[config.mk]
export PLATFORM = sky130hd
export DESIGN_NAME = gpu_instruction_encoder
export DESIGN_NICKNAME = d
export VERILOG_FILES = /design/src/rtl/gpu_instruction_encoder.sv
export SDC_FILE = /design/constraint.sdc
export NUM_CORES = 1
export LEC_CHECK = 0
export CAP_MARGIN = 20
export CELL_PAD_IN_SITES_DETAIL_PLACEMENT = 1
export CELL_PAD_IN_SITES_GLOBAL_PLACEMENT = 2
export CORE_MARGIN = 4
export CORE_UTILIZATION = 38
export CTS_BUF_LIST = sky130_fd_sc_hd__clkbuf_8
export CTS_CLUSTER_SIZE = 28
export DETAILED_ROUTE_END_ITERATION = 8
export PLACE_DENSITY_LB_ADDON = 0.15
export SYNTH_ARGS = -nofsm -noshare
export SYNTH_HDL_FRONTEND = slang
export SYNTH_SLANG_ARGS = --single-unit
[constraint.sdc]
create_clock -name clk -period 4.98 [get_ports clk]
set_input_delay 0.498 -clock clk [delete_from_list [all_inputs] [get_ports clk]]
set_output_delay 0.498 -clock clk [all_outputs]
set_load 0.05 [all_outputs]
[src/rtl/gpu_instruction_encoder.sv]
// gpu_instruction_encoder
// Issue-side counterpart of the GPU instruction decoder. It takes one complete
// draw request per valid/ready handshake and turns it into the ordered command
// stream the decoder expects:
//   set-point-1 (op 1), set-point-2 (op 2) or set-radius (op 3), then the draw.
// Shadow copies of the last point/radius sent let redundant set commands be
// skipped.
//
// Ports
//   clk, n_rst               clock, asynchronous active-low reset
//   req_valid_i/req_ready_o  request handshake
//   req_opcode_i             4=line, 5=rect, 6=circle, 7=arc
//   req_x1/y1/x2/y2_i        endpoints
//   req_rad_i, req_oct_i     radius, arc octant
//   req_r/g/b_i              colour
//   shadow_inv_i             downstream lost its state: forget the shadows
//   opcode_o, parameters_o   command being offered
//   command_o, cmd_ready_i   command handshake (backpressure via cmd_ready_i)
//   busy_o                   a request is being serialised
//   err_o                    one-cycle pulse after accepting an unsupported opcode
module gpu_instruction_encoder #(
  parameter int WIDTH_BITS   = 10,
  parameter int HEIGHT_BITS  = 9,
  parameter int CHANNEL_BITS = 8
) (
  input  logic                    clk,
  input  logic                    n_rst,
  input  logic                    req_valid_i,
  output logic                    req_ready_o,
  input  logic [3:0]              req_opcode_i,
  input  logic [WIDTH_BITS-1:0]   req_x1_i,
  input  logic [WIDTH_BITS-1:0]   req_x2_i,
  input  logic [HEIGHT_BITS-1:0]  req_y1_i,
  input  logic [HEIGHT_BITS-1:0]  req_y2_i,
  input  logic [WIDTH_BITS-1:0]   req_rad_i,
  input  logic [2:0]              req_oct_i,
  input  logic [CHANNEL_BITS-1:0] req_r_i,
  input  logic [CHANNEL_BITS-1:0] req_g_i,
  input  logic [CHANNEL_BITS-1:0] req_b_i,
  input  logic                    shadow_inv_i,
  output logic [3:0]              opcode_o,
  output logic [27:0]             parameters_o,
  output logic                    command_o,
  input  logic                    cmd_ready_i,
  output logic                    busy_o,
  output logic                    err_o
);
  localparam int W = WIDTH_BITS;
  localparam int H = HEIGHT_BITS;
  localparam int C = CHANNEL_BITS;

  typedef enum logic [2:0] {S_IDLE, S_XY1, S_XY2, S_RAD, S_DRAW} state_t;

  state_t         state_q, state_d;
  // captured request
  logic [3:0]     op_q;
  logic [W-1:0]   x1_q, x2_q, rad_q;
  logic [H-1:0]   y1_q, y2_q;
  logic [2:0]     oct_q;
  logic [C-1:0]   r_q, g_q, b_q;
  // shadows of what the decoder currently holds
  logic [W-1:0]   sh_x1_q, sh_x2_q, sh_rad_q;
  logic [H-1:0]   sh_y1_q, sh_y2_q;
  logic           xy1_v_q, xy2_v_q, rad_v_q;
  // registered command outputs
  logic [3:0]     opcode_q, opcode_d;
  logic [27:0]    params_q, params_d;
  logic           command_q, err_q, err_d;

  logic           accept, xfer;
  // request view for this cycle: the inputs on the accept edge, else the capture
  logic [3:0]     op_s;
  logic [W-1:0]   x1_s, x2_s, rad_s;
  logic [H-1:0]   y1_s, y2_s;
  logic [2:0]     oct_s;
  logic [C-1:0]   r_s, g_s, b_s;
  logic           is_line, is_circ, hit1, hit2, hitr;
  state_t         after_xy1;

  assign req_ready_o  = (state_q == S_IDLE);
  assign busy_o       = (state_q != S_IDLE);
  assign command_o    = command_q;
  assign opcode_o     = opcode_q;
  assign parameters_o = params_q;
  assign err_o        = err_q;

  assign accept = req_valid_i & req_ready_o;
  assign xfer   = command_q & cmd_ready_i;

  always_comb begin
    op_s  = accept ? req_opcode_i : op_q;
    x1_s  = accept ? req_x1_i     : x1_q;
    y1_s  = accept ? req_y1_i     : y1_q;
    x2_s  = accept ? req_x2_i     : x2_q;
    y2_s  = accept ? req_y2_i     : y2_q;
    rad_s = accept ? req_rad_i    : rad_q;
    oct_s = accept ? req_oct_i    : oct_q;
    r_s   = accept ? req_r_i      : r_q;
    g_s   = accept ? req_g_i      : g_q;
    b_s   = accept ? req_b_i      : b_q;

    is_line = (op_s[3:1] == 3'b010);   // 4, 5
    is_circ = (op_s[3:1] == 3'b011);   // 6, 7
    hit1 = xy1_v_q && (sh_x1_q == x1_s) && (sh_y1_q == y1_s);
    hit2 = xy2_v_q && (sh_x2_q == x2_s) && (sh_y2_q == y2_s);
    hitr = rad_v_q && (sh_rad_q == rad_s);

    // step following XY1 (also used when XY1 itself is skipped)
    if (is_line) after_xy1 = hit2 ? S_DRAW : S_XY2;
    else         after_xy1 = hitr ? S_DRAW : S_RAD;

    state_d = state_q;
    err_d   = 1'b0;
    case (state_q)
      S_IDLE: if (accept) begin
        if (is_line || is_circ) state_d = hit1 ? after_xy1 : S_XY1;
        else                    err_d   = 1'b1;
      end
      S_XY1:         if (xfer) state_d = after_xy1;
      S_XY2, S_RAD:  if (xfer) state_d = S_DRAW;
      S_DRAW:        if (xfer) state_d = S_IDLE;
      default:       state_d = S_IDLE;
    endcase

    // Outputs are derived from the state being entered so they are registered
    // together with it and stay stable while backpressured.
    opcode_d = 4'd0;
    params_d = '0;
    case (state_d)
      S_XY1: begin
        opcode_d            = 4'd1;
        params_d[W-1:0]     = x1_s;
        params_d[W+H-1:W]   = y1_s;
      end
      S_XY2: begin
        opcode_d            = 4'd2;
        params_d[W-1:0]     = x2_s;
        params_d[W+H-1:W]   = y2_s;
      end
      S_RAD: begin
        opcode_d            = 4'd3;
        params_d[W-1:0]     = rad_s;
      end
      S_DRAW: begin
        opcode_d             = op_s;
        params_d[C-1:0]      = b_s;
        params_d[2*C-1:C]    = g_s;
        params_d[3*C-1:2*C]  = r_s;
        if (op_s == 4'd7) params_d[27:25] = oct_s;
      end
      default: ;
    endcase
  end

  always_ff @(posedge clk or negedge n_rst) begin
    if (!n_rst) begin
      state_q   <= S_IDLE;
      op_q      <= '0;
      x1_q      <= '0;
      y1_q      <= '0;
      x2_q      <= '0;
      y2_q      <= '0;
      rad_q     <= '0;
      oct_q     <= '0;
      r_q       <= '0;
      g_q       <= '0;
      b_q       <= '0;
      sh_x1_q   <= '0;
      sh_y1_q   <= '0;
      sh_x2_q   <= '0;
      sh_y2_q   <= '0;
      sh_rad_q  <= '0;
      xy1_v_q   <= 1'b0;
      xy2_v_q   <= 1'b0;
      rad_v_q   <= 1'b0;
      opcode_q  <= '0;
      params_q  <= '0;
      command_q <= 1'b0;
      err_q     <= 1'b0;
    end else begin
      state_q   <= state_d;
      opcode_q  <= opcode_d;
      params_q  <= params_d;
      command_q <= (state_d != S_IDLE);
      err_q     <= err_d;
      if (accept) begin
        op_q  <= req_opcode_i;
        x1_q  <= req_x1_i;
        y1_q  <= req_y1_i;
        x2_q  <= req_x2_i;
        y2_q  <= req_y2_i;
        rad_q <= req_rad_i;
        oct_q <= req_oct_i;
        r_q   <= req_r_i;
        g_q   <= req_g_i;
        b_q   <= req_b_i;
      end
      // shadow values follow completed set commands
      if (xfer && state_q == S_XY1) begin
        sh_x1_q <= x1_q;
        sh_y1_q <= y1_q;
      end
      if (xfer && state_q == S_XY2) begin
        sh_x2_q <= x2_q;
        sh_y2_q <= y2_q;
      end
      if (xfer && state_q == S_RAD) sh_rad_q <= rad_q;
      // invalidation overrides a simultaneous shadow write
      if (shadow_inv_i) begin
        xy1_v_q <= 1'b0;
        xy2_v_q <= 1'b0;
        rad_v_q <= 1'b0;
      end else if (xfer) begin
        if (state_q == S_XY1) xy1_v_q <= 1'b1;
        if (state_q == S_XY2) xy2_v_q <= 1'b1;
        if (state_q == S_RAD) rad_v_q <= 1'b1;
      end
    end
  end
endmodule

==> results of run 1 <==
## cells by family after synthesis
| family | after synthesis | share of synthesized area |
|---|---|---|
| flip-flops | 166 | 0.530 |
| AO/OA/AOI/OAI | 119 | 0.105 |
| AND/OR/NAND/NOR | 326 | 0.194 |
| XOR/XNOR | 33 | 0.0368 |
| multiplexers | 62 | 0.0868 |
| buffers and inverters | 85 | 0.0470 |
| other | 1 | 0.000478 |
## layout make-up
| cell class | count | area (um^2) | share of cell area |
|---|---|---|---|
| flip-flops and latches | 166 | 4150 | 0.429 |
| multi-input cells | 541 | 3330 | 0.344 |
| repair buffers | 134 | 1300 | 0.135 |
| well taps | 270 | 338 | 0.0349 |
| clock buffers | 18 | 248 | 0.0256 |
| clock inverters | 14 | 153 | 0.0158 |
| inverters | 40 | 150 | 0.0155 |
## routing by layer
metal  GRT usage  wire [um]
met1       0.298      10900
met2       0.367      12000
met3      0.0470       1300
met4      0.0440        223
met5           0          0
## power groups by stage
stage / logic, mW / registers [mW] / clock network (mW)
3_5_place_dp: 2.87 / 2.39 / 0
6_report: 2.86 / 2.37 / 0.993
5_1_grt: 3.13 / 2.44 / 1.08
4_1_cts: 2.89 / 2.37 / 1.03
2_1_floorplan: 1.70 / 2.53 / 0
3_3_place_gp: 2.79 / 2.36 / 0
## synth_stat cells, drive strengths merged (16+ instances only)
| cell type | number |
|---|---|
| dfrtp | 166 |
| clkbuf | 33 |
| o21ai | 39 |
| o211ai | 30 |
| inv | 40 |
| nand2b | 20 |
| mux2 | 48 |
| nor2b | 16 |
| xnor2 | 19 |
| nand2 | 211 |
| nand4 | 32 |
## per-stage QoR
| stage | setup slack [ps] | utilization | cells | instance area, um^2 | hold slack (ps) |
|---|---|---|---|---|---|
| after floorplan | 1800 | - | 792 | 7850 | 202 |
| after CTS | 726 | 0.477 | 1183 | 9680 | 60.0 |
| after global routing | 447 | 0.477 | 1183 | 9680 | 66.7 |
| after global placement | 458 | 0.457 | 1151 | 9280 | 450 |
| after detailed placement | 299 | 0.457 | 1151 | 9280 | 456 |
| final | 742 | 0.477 | 1183 | 9680 | 36.8 |
## cell usage in the layout (no fill, tap or decap), types with 11 or more instances in the layout
cell and instances:
nand2_1 211, dfrtp_1 166, clkdlybuf4s50_1 117, mux2_2 48
inv_1 39, o21ai_0 39, nand4_1 32, o211ai_1 25
nand2b_1 20, xnor2_1 19, clkbuf_8 18, nor2b_1 16
buf_4 16, mux2i_1 14, xor2_1 14, a21oi_1 14
nor2_1 11
## critical path: cells and delay by family (launching register included)
| kind | cells | cell delay (ps) |
|---|---|---|
| AND/OR/NAND/NOR | 3 | 1760 |
| AO/OA/AOI/OAI | 4 | 1290 |
| flip-flops | 1 | 510 |
| buffers and inverters | 1 | 430 |
| multiplexers | 1 | 120 |
## sequential cells by signal, summed over array words and instances, names as in the netlist, 3 cells and up
name          count
y2_q              9
opcode_o          4
state_q           3
r_q               8
x2_q             10
op_q              4
y1_q              9
x1_q             10
sh_y1_q           9
parameters_o     27
g_q               8
oct_q             3
b_q               8
sh_y2_q           9
rad_q            10
sh_rad_q         10
sh_x1_q          10
sh_x2_q          10
## worst min path at each step
stage / from / endpoint / slack [ps] / cells past startpoint
after CTS: n_rst / r_q[1] / 60 / 1
after floorplan: n_rst / b_q[0] / 200 / 0
final: n_rst / y1_q[5] / 40 / 1
after global routing: n_rst / y1_q[5] / 70 / 1
after global placement: r_q[4] / r_q[4] / 450 / 2
after detailed placement: g_q[1] / g_q[1] / 460 / 2
==> flow_summary_export.csv, run 1 <==
group,metric,value,unit
run_status,outcome,"complete, no violations",
routing,wl,24500,um
sta,slew_viol_final,0,
sta,finalHoldViolCount,0,
cells_and_area,layout.nets,984,
clock_tree,clkSinkCount,166,
power_and_ir_drop,p_clk_frac,0.160,
worst_setup_path,worst_ep_required_time,5340,ps
clock_tree,clockRootBuffer,"clkbuf_8",
clock_tree,numCtsBuffers,17,
worst_setup_path,critPathSlowestCell,"and3b_1",
worst_setup_path,rrSetupSlack,740,ps
die,num_rows,52,
placement,place_congestion,0.835,
clock_tree,clk_latency,460,ps
routing,first_iter_violations,321,
sta,report.final.setup_viol,0,
die,initial_utilization,0.386,
clock_tree,post_cts_buffers,0,
grt,overflow,0,
worst_setup_path,rr_endpoint,"parameters_o[13]",
die,fp.coreArea,20300,um^2
yosys,synth-edff-count,0,
power_and_ir_drop,power_frac_comb,0.460,
yosys,ys_warn_count,0,
sta,rsz0062_at_grt,"no",
cells_and_area,areaGrowthSynthToFinish,23.3,%
sta,finalClockSkew,12.1,ps
worst_setup_path,crit_fanout,24,
worst_setup_path,end_kind,"flop",
grt,grt_usage,0.220,
clock_tree,cts.path.max_buffers,2,
clock_tree,clk_pin_slew,90,ps
power_and_ir_drop,power-per-cell-area,642,nW/um^2
routing,first_pass_iters,4,
routing,num_vias,6225,
sta,period_needed,4240,ps
cells_and_area,antenna_cells,0,
power_and_ir_drop,power.switching,2.74,mW
yosys,synth.distinct_cells,49,
power_and_ir_drop,total_leakage_power,4.33,nW
worst_setup_path,worstRegToRegCells,9,
routing,via_per_inst,5.26,
yosys,synth_top_area_frac,0.530,
yosys,ys_seq_elements,166,
power_and_ir_drop,p_sw_frac,0.442,
power_and_ir_drop,ir_drop,0.280,mV
yosys,syn_area,7850,um^2
worst_setup_path,crit_chain,"nor4b_4 > buf_4 > mux2i_1 > a2111oi_0 > o2111ai_1 > and2_1 > and3b_1 > o21ai_0 > o211ai_1",
worst_setup_path,endpoint,"parameters_o[13]",
flow_run,drv_cap,0,
grt,grt_pass1_vias,6793,
yosys,synth_top_cell_by_area,"dfrtp_1",
placement,numPortBuffers,118,
yosys,synth-main-ff-cell,"dfrtp_1",
die,die_w,152,um
worst_setup_path,slowest_delay,900,ps
worst_setup_path,start_kind,"flop",
worst_setup_path,r2r-start,"state_q[0]",
cells_and_area,nFillCells,2298,
sta,min_period_over_period,0.851,
yosys,avgSynthCellArea,9.91,um^2
routing,drcViolationCount,0,
clock_tree,htreeDepth,4,
yosys,synthTopCellsByArea,"dfrtp_1 (53%), nand2_1 (10%), mux2_2 (6.9%)",
grt,antenna_found_initial,0,
min_path,hp-class,"primary input to asynchronous set/reset pin",
worst_setup_path,path_class,"flop to flop",
die,die_height,152,um
yosys,synth_cells,792,
worst_setup_path,startpoint,"state_q[0]",
sta,worst_pin_slew,1030,ps
yosys,syn-num-nets,876,
yosys,synth-seq-area-share,0.530,
power_and_ir_drop,internal_power,3.47,mW
clock_tree,cts_hold_buf,0,
sta,max_slew_margin,0.315,
yosys,async_flop_share,1.00,
routing,wire_per_inst,20.7,um
placement,dpl.hpwl,18200,um
die,die-area,23000,um^2
clock_tree,post_cts_resized,0,
worst_setup_path,crit_arrival,4600,ps
cells_and_area,layout-drive-gt1-share,0.122,
sta,fmax,0.236,GHz
clock_tree,cts_tree,"yes",
power_and_ir_drop,p_seq_frac,0.381,
grt,grt_max_degree,72,
die,boundaryPins,120,
power_and_ir_drop,power.total,6.21,mW
sta,setup-tns-final,0,ps
routing,ant_nets,0,
grt,grt_pass1_wl,38400,um
No activity file was read; power rests on OpenSTA's default activity.
==> run 2, diff against run 1 <==
Settings changed: PLACE_DENSITY from default to 0.85, PLACE_DENSITY_LB_ADDON 0.15 to default.
==> flow_summary_export.csv, run 2 (synthesis results as in run 1) <==
group,metric,value,unit
sta,min_period_over_period,0.798,
sta,finalClockSkew,16.6,ps
clock_tree,clk_pin_slew,90,ps
cells_and_area,nFillCells,2333,
routing,ant_nets,0,
routing,first_iter_violations,288,
die,fp.coreArea,20300,um^2
die,die_w,152,um
worst_setup_path,path_class,"flop to flop",
placement,placed_cells,1149,
sta,slew_viol_final,0,
die,num_rows,52,
cells_and_area,areaGrowthSynthToFinish,23.7,%
worst_setup_path,crit_fanout,34,
clock_tree,htreeDepth,4,
placement,numPortBuffers,118,
clock_tree,clockRootBuffer,"clkbuf_8",
cells_and_area,multi_input_area,3330,um^2
clock_tree,post_cts_buffers,0,
worst_setup_path,end_kind,"flop",
power_and_ir_drop,total_leakage_power,4.35,nW
cells_and_area,antenna_cells,0,
cells_and_area,final_common_cell,"nand2_1",
routing,drcViolationCount,0,
sta,rsz0062_at_grt,"no",
routing,wire_per_inst,20.1,um
sta,fmax,0.252,GHz
routing,num_vias,6184,
die,die_height,152,um
power_and_ir_drop,ir_drop,0.250,mV
clock_tree,cts_hold_buf,0,
die,die-area,23000,um^2
grt,grt_usage,0.214,
cells_and_area,layout.nets,982,
clock_tree,numCtsBuffers,17,
routing,first_pass_iters,4,
min_path,hp-class,"primary input to asynchronous set/reset pin",
die,initial_utilization,0.386,
grt,grt_pass1_wl,37400,um
clock_tree,cts_tree,"yes",
cells_and_area,final_cell_mix,"nand2_1 (211), dfrtp_1 (166), clkdlybuf4s50_1 (117), mux2_2 (48), inv_1 (41)",
grt,antenna_found_initial,0,
die,boundaryPins,120,
clock_tree,clk_latency,470,ps
grt,overflow,0,
routing,wl,23700,um
sta,worst_pin_slew,989,ps
power_and_ir_drop,power-per-cell-area,644,nW/um^2
worst_setup_path,r2r-start,"state_q[0]",
cells_and_area,layout-drive-gt1-share,0.117,
cells_and_area,largest_register_ffs,27,
clock_tree,post_cts_resized,0,
sta,setup-tns-final,0,ps
grt,grt_max_degree,80,
sta,max_slew_margin,0.340,
cells_and_area,regArea,4150,um^2
sta,finalHoldViolCount,0,
routing,via_per_inst,5.24,
clock_tree,clkSinkCount,166,
grt,grt_pass1_vias,6589,
worst_setup_path,rrSetupSlack,1010,ps
placement,dpl.hpwl,17500,um
worst_setup_path,worstRegToRegCells,10,
worst_setup_path,worst_ep_required_time,5340,ps
placement,place_congestion,0.852,
run_status,outcome,"complete, no violations",
sta,report.final.setup_viol,0,
cells_and_area,final_cells,1181,
worst_setup_path,rr_endpoint,"parameters_o[27]",
sta,period_needed,3970,ps
flow_run,drv_cap,0,
worst_setup_path,start_kind,"flop",
worst_setup_path,crit_arrival,4330,ps
clock_tree,cts.path.max_buffers,2,
## run 2: cell types whose count changed in the layout (fill, tap and decap cells not counted)
| cell | previous run | this run |
|---|---|---|
| clkinvlp_4 | 4 | 2 |
| buf_4 | 16 | 13 |
| inv_1 | 39 | 41 |
| clkinv_2 | 2 | 1 |
| clkinv_4 | 4 | 3 |
| clkbuf_8 | 18 | 20 |
| inv_6 | 2 | 1 |
| bufinv_16 | 2 | 3 |
| buf_12 | 0 | 1 |
## run 2: where the power goes
group,switching (mW),internal [mW]
Sequential,0.417,1.95
Combinational,1.76,1.07
Clock,0.512,0.535
## run 2: layout make-up
cell class,count,share of cell area
inverters,40,0.0155
clock buffers,20,0.0284
multi-input cells,541,0.343
well taps,270,0.0348
repair buffers,132,0.134
clock inverters,12,0.0157
flip-flops and latches,166,0.428
## run 2: layer usage
layer	routed length, um	track usage	part of all wire	vias up
met5	0	0	0	-
met4	378	0.0611	0.016	0
met3	970	0.0390	0.041	21
met2	11400	0.348	0.48	123
met1	11000	0.294	0.46	3114
li1	-	-	-	2926
## run 2: per-stage QoR
step	total power, mW	util	setup slack [ps]	cell area, um^2	hold WS, ps
3_3_place_gp	5.15	0.457	684	9270	448
4_1_cts	6.29	0.478	939	9700	84.9
5_1_grt	6.68	0.478	577	9700	103
3_5_place_dp	5.24	0.457	552	9270	454
6_report	6.24	0.478	1010	9700	55.6
2_1_floorplan	4.23	-	1800	7850	202
## run 2: worst max-delay path by stage
stage          cells after the start   startpoint  slack (ps)                to
2_1_floorplan                     12   state_q[0]        1800   parameters_o[1]
3_3_place_gp                      11  req_valid_i         680  parameters_o[25]
3_5_place_dp                      11  req_valid_i         550  parameters_o[27]
4_1_cts                           10   state_q[0]         940  parameters_o[27]
5_1_grt                           10   state_q[0]         580  parameters_o[26]
6_report                          10   state_q[0]        1010  parameters_o[27]
## run 2: worst max-delay path: stages (launching register included)
cell	delay, ps
dfrtp_1	500
or4b_2	820
buf_4	310
mux2i_1	180
o21ai_0	120
nor4_1	490
o2111ai_1	300
a21oi_1	300
buf_4	210
nor2_1	220
nor4b_1	390
==> run 3, diff against run 2 <==
Settings changed: CORE_UTILIZATION 38 to 32, PLACE_DENSITY 0.85 to 0.76.
Clock period 4.98 ns to 3.34 ns, I/O delays scaled along.
==> flow_summary_export.csv, run 3 (synthesis results as in run 1) <==
group,metric,value,unit
run_status,outcome,"finished, violations left",
run_status,violations,"negative setup slack",
grt,grt_usage,0.186,
routing,first_pass_iters,5,
routing,ant_nets,0,
clock_tree,clockRootBuffer,"clkbuf_8",
clock_tree,clkSinkCount,166,
worst_setup_path,rrSetupSlack,-20,ps
clock_tree,cts.path.max_buffers,2,
clock_tree,numCtsBuffers,17,
flow_run,drv_cap,0,
placement,placed_cells,1248,
power_and_ir_drop,ir_drop,0.345,mV
cells_and_area,layout-drive-gt1-share,0.182,
power_and_ir_drop,power-per-cell-area,964,nW/um^2
placement,dpl.hpwl,18700,um
power_and_ir_drop,total_leakage_power,4.64,nW
routing,via_per_inst,4.96,
sta,setup-tns-final,-31.6,ps
clock_tree,clk_pin_slew,90,ps
grt,grt_pass1_vias,6592,
worst_setup_path,crit_arrival,3680,ps
sta,worst_pin_slew,768,ps
cells_and_area,post-route-util,0.426,
placement,place_area,9720,um^2
grt,grt_pass1_wl,38400,um
worst_setup_path,end_kind,"flop",
worst_setup_path,startpoint,"state_q[0]",
clock_tree,cts_tree,"yes",
die,initial_utilization,0.324,
sta,slew_viol_final,0,
sta,rsz0062_at_grt,"yes",
cells_and_area,fin_area,10300,um^2
sta,fin_ws,-20.3,ps
routing,first_iter_violations,287,
placement,place_congestion,0.820,
cells_and_area,layout.nets,1033,
worst_setup_path,start_kind,"flop",
grt,overflow,0,
cells_and_area,areaGrowthSynthToFinish,31.5,%
sta,period_needed,3360,ps
sta,hold_ws,422,ps
cells_and_area,final_cell_mix,"nand2_1 (211), dfrtp_1 (163), clkdlybuf4s50_1 (117), buf_4 (57), mux2_2 (48)",
worst_setup_path,path_class,"flop to flop",
worst_setup_path,crit_fanout,16,
die,num_rows,57,
cells_and_area,final_common_cell,"nand2_1",
routing,num_vias,6380,
placement,numPortBuffers,118,
sta,finalHoldViolCount,0,
sta,finalClockSkew,15.7,ps
die,die_height,165,um
min_path,hp-class,"primary input to flop",
power_and_ir_drop,power.total,9.94,mW
min_path,hold_start,"req_oct_i[0]",
sta,report.final.setup_viol,2,
sta,fmax,0.298,GHz
sta,max_slew_margin,0.488,
die,fp.coreArea,24200,um^2
worst_setup_path,worst_ep_required_time,3660,ps
clock_tree,htreeDepth,4,
grt,grt_max_degree,81,
worst_setup_path,r2r-start,"state_q[0]",
placement,place_ws,-420,ps
die,die_w,165,um
grt,antenna_found_initial,0,
routing,drcViolationCount,0,
die,boundaryPins,120,
clock_tree,clk_latency,460,ps
cells_and_area,antenna_cells,0,
sta,min_period_over_period,1.01,
cells_and_area,nFillCells,2756,
cells_and_area,largest_register_ffs,27,
routing,wl,25000,um
die,die-area,27100,um^2
cells_and_area,final_cells,1285,
routing,wire_per_inst,19.4,um
run 3: cell count changes in the layout (fill, tap and decap cells not counted), moves of 2 or more:
cell,previous run,this run
buf_4,13,57
a21oi_1,14,11
a21oi_2,0,3
buf_12,1,4
buf_6,1,4
dfrtp_1,166,163
dfrtp_2,0,3
mux2i_1,14,11
mux2i_2,0,3
nor4b_1,3,0
inv_1,41,39
nor4b_2,1,3
run 3: cell type report:
class	count	area, um^2	share of cell area
Timing Repair Buffer	183	1730	0.168
Sequential cell	166	4160	0.403
Multi-Input combinational cell	541	3420	0.332
Clock buffer	20	275	0.0267
Clock inverter	11	173	0.0167
Inverter	40	150	0.0145
Tap cell	324	405	0.0393
run 3: report_power, final:
group / switching [mW] / internal, mW
clock: 0.762 / 0.875
sequential: 0.627 / 2.91
combinational: 2.83 / 1.94
total: 4.22 / 5.72
run 3: critical path, stage by stage (launching register included):
cell	delay, ps
dfrtp_2	460
or4b_4	590
a2111oi_2	350
buf_4	160
o221ai_1	130
nor4_2	360
buf_4	180
o2111ai_1	160
and3b_2	300
buf_12	160
buf_4	130
o211ai_2	130
o211ai_2	100
run 3: path summary, 6_finish.rpt:
path,depth (start not counted),to
min in group asynchronous,2,sh_rad_q[2]
hold / removal,3,oct_q[0]
setup reg to reg,12,parameters_o[11]
max in group asynchronous,3,state_q[1]
hold reg to reg,2,g_q[4]
setup / recovery,12,parameters_o[11]
run 3: what timing repair did:
item                                    in CTS  in global routing
endpoints found under the hold margin       78                  0
buffers inserted                             2                  3
gates cloned                                 0                  0
endpoints found under the setup margin      34                 33
pin swaps                                    6                 16
gates resized for setup                      7                 18
hold buffers                                 1                  0
run 3: layer usage:
layer | GRT usage | up-vias | wire length (um)
li1 | - | 3018 | -
met1 | 0.264 | 3229 | 12100
met2 | 0.302 | 115 | 11900
met3 | 0.0257 | 18 | 767
met4 | 0.0450 | 0 | 268
met5 | 0 | - | 0
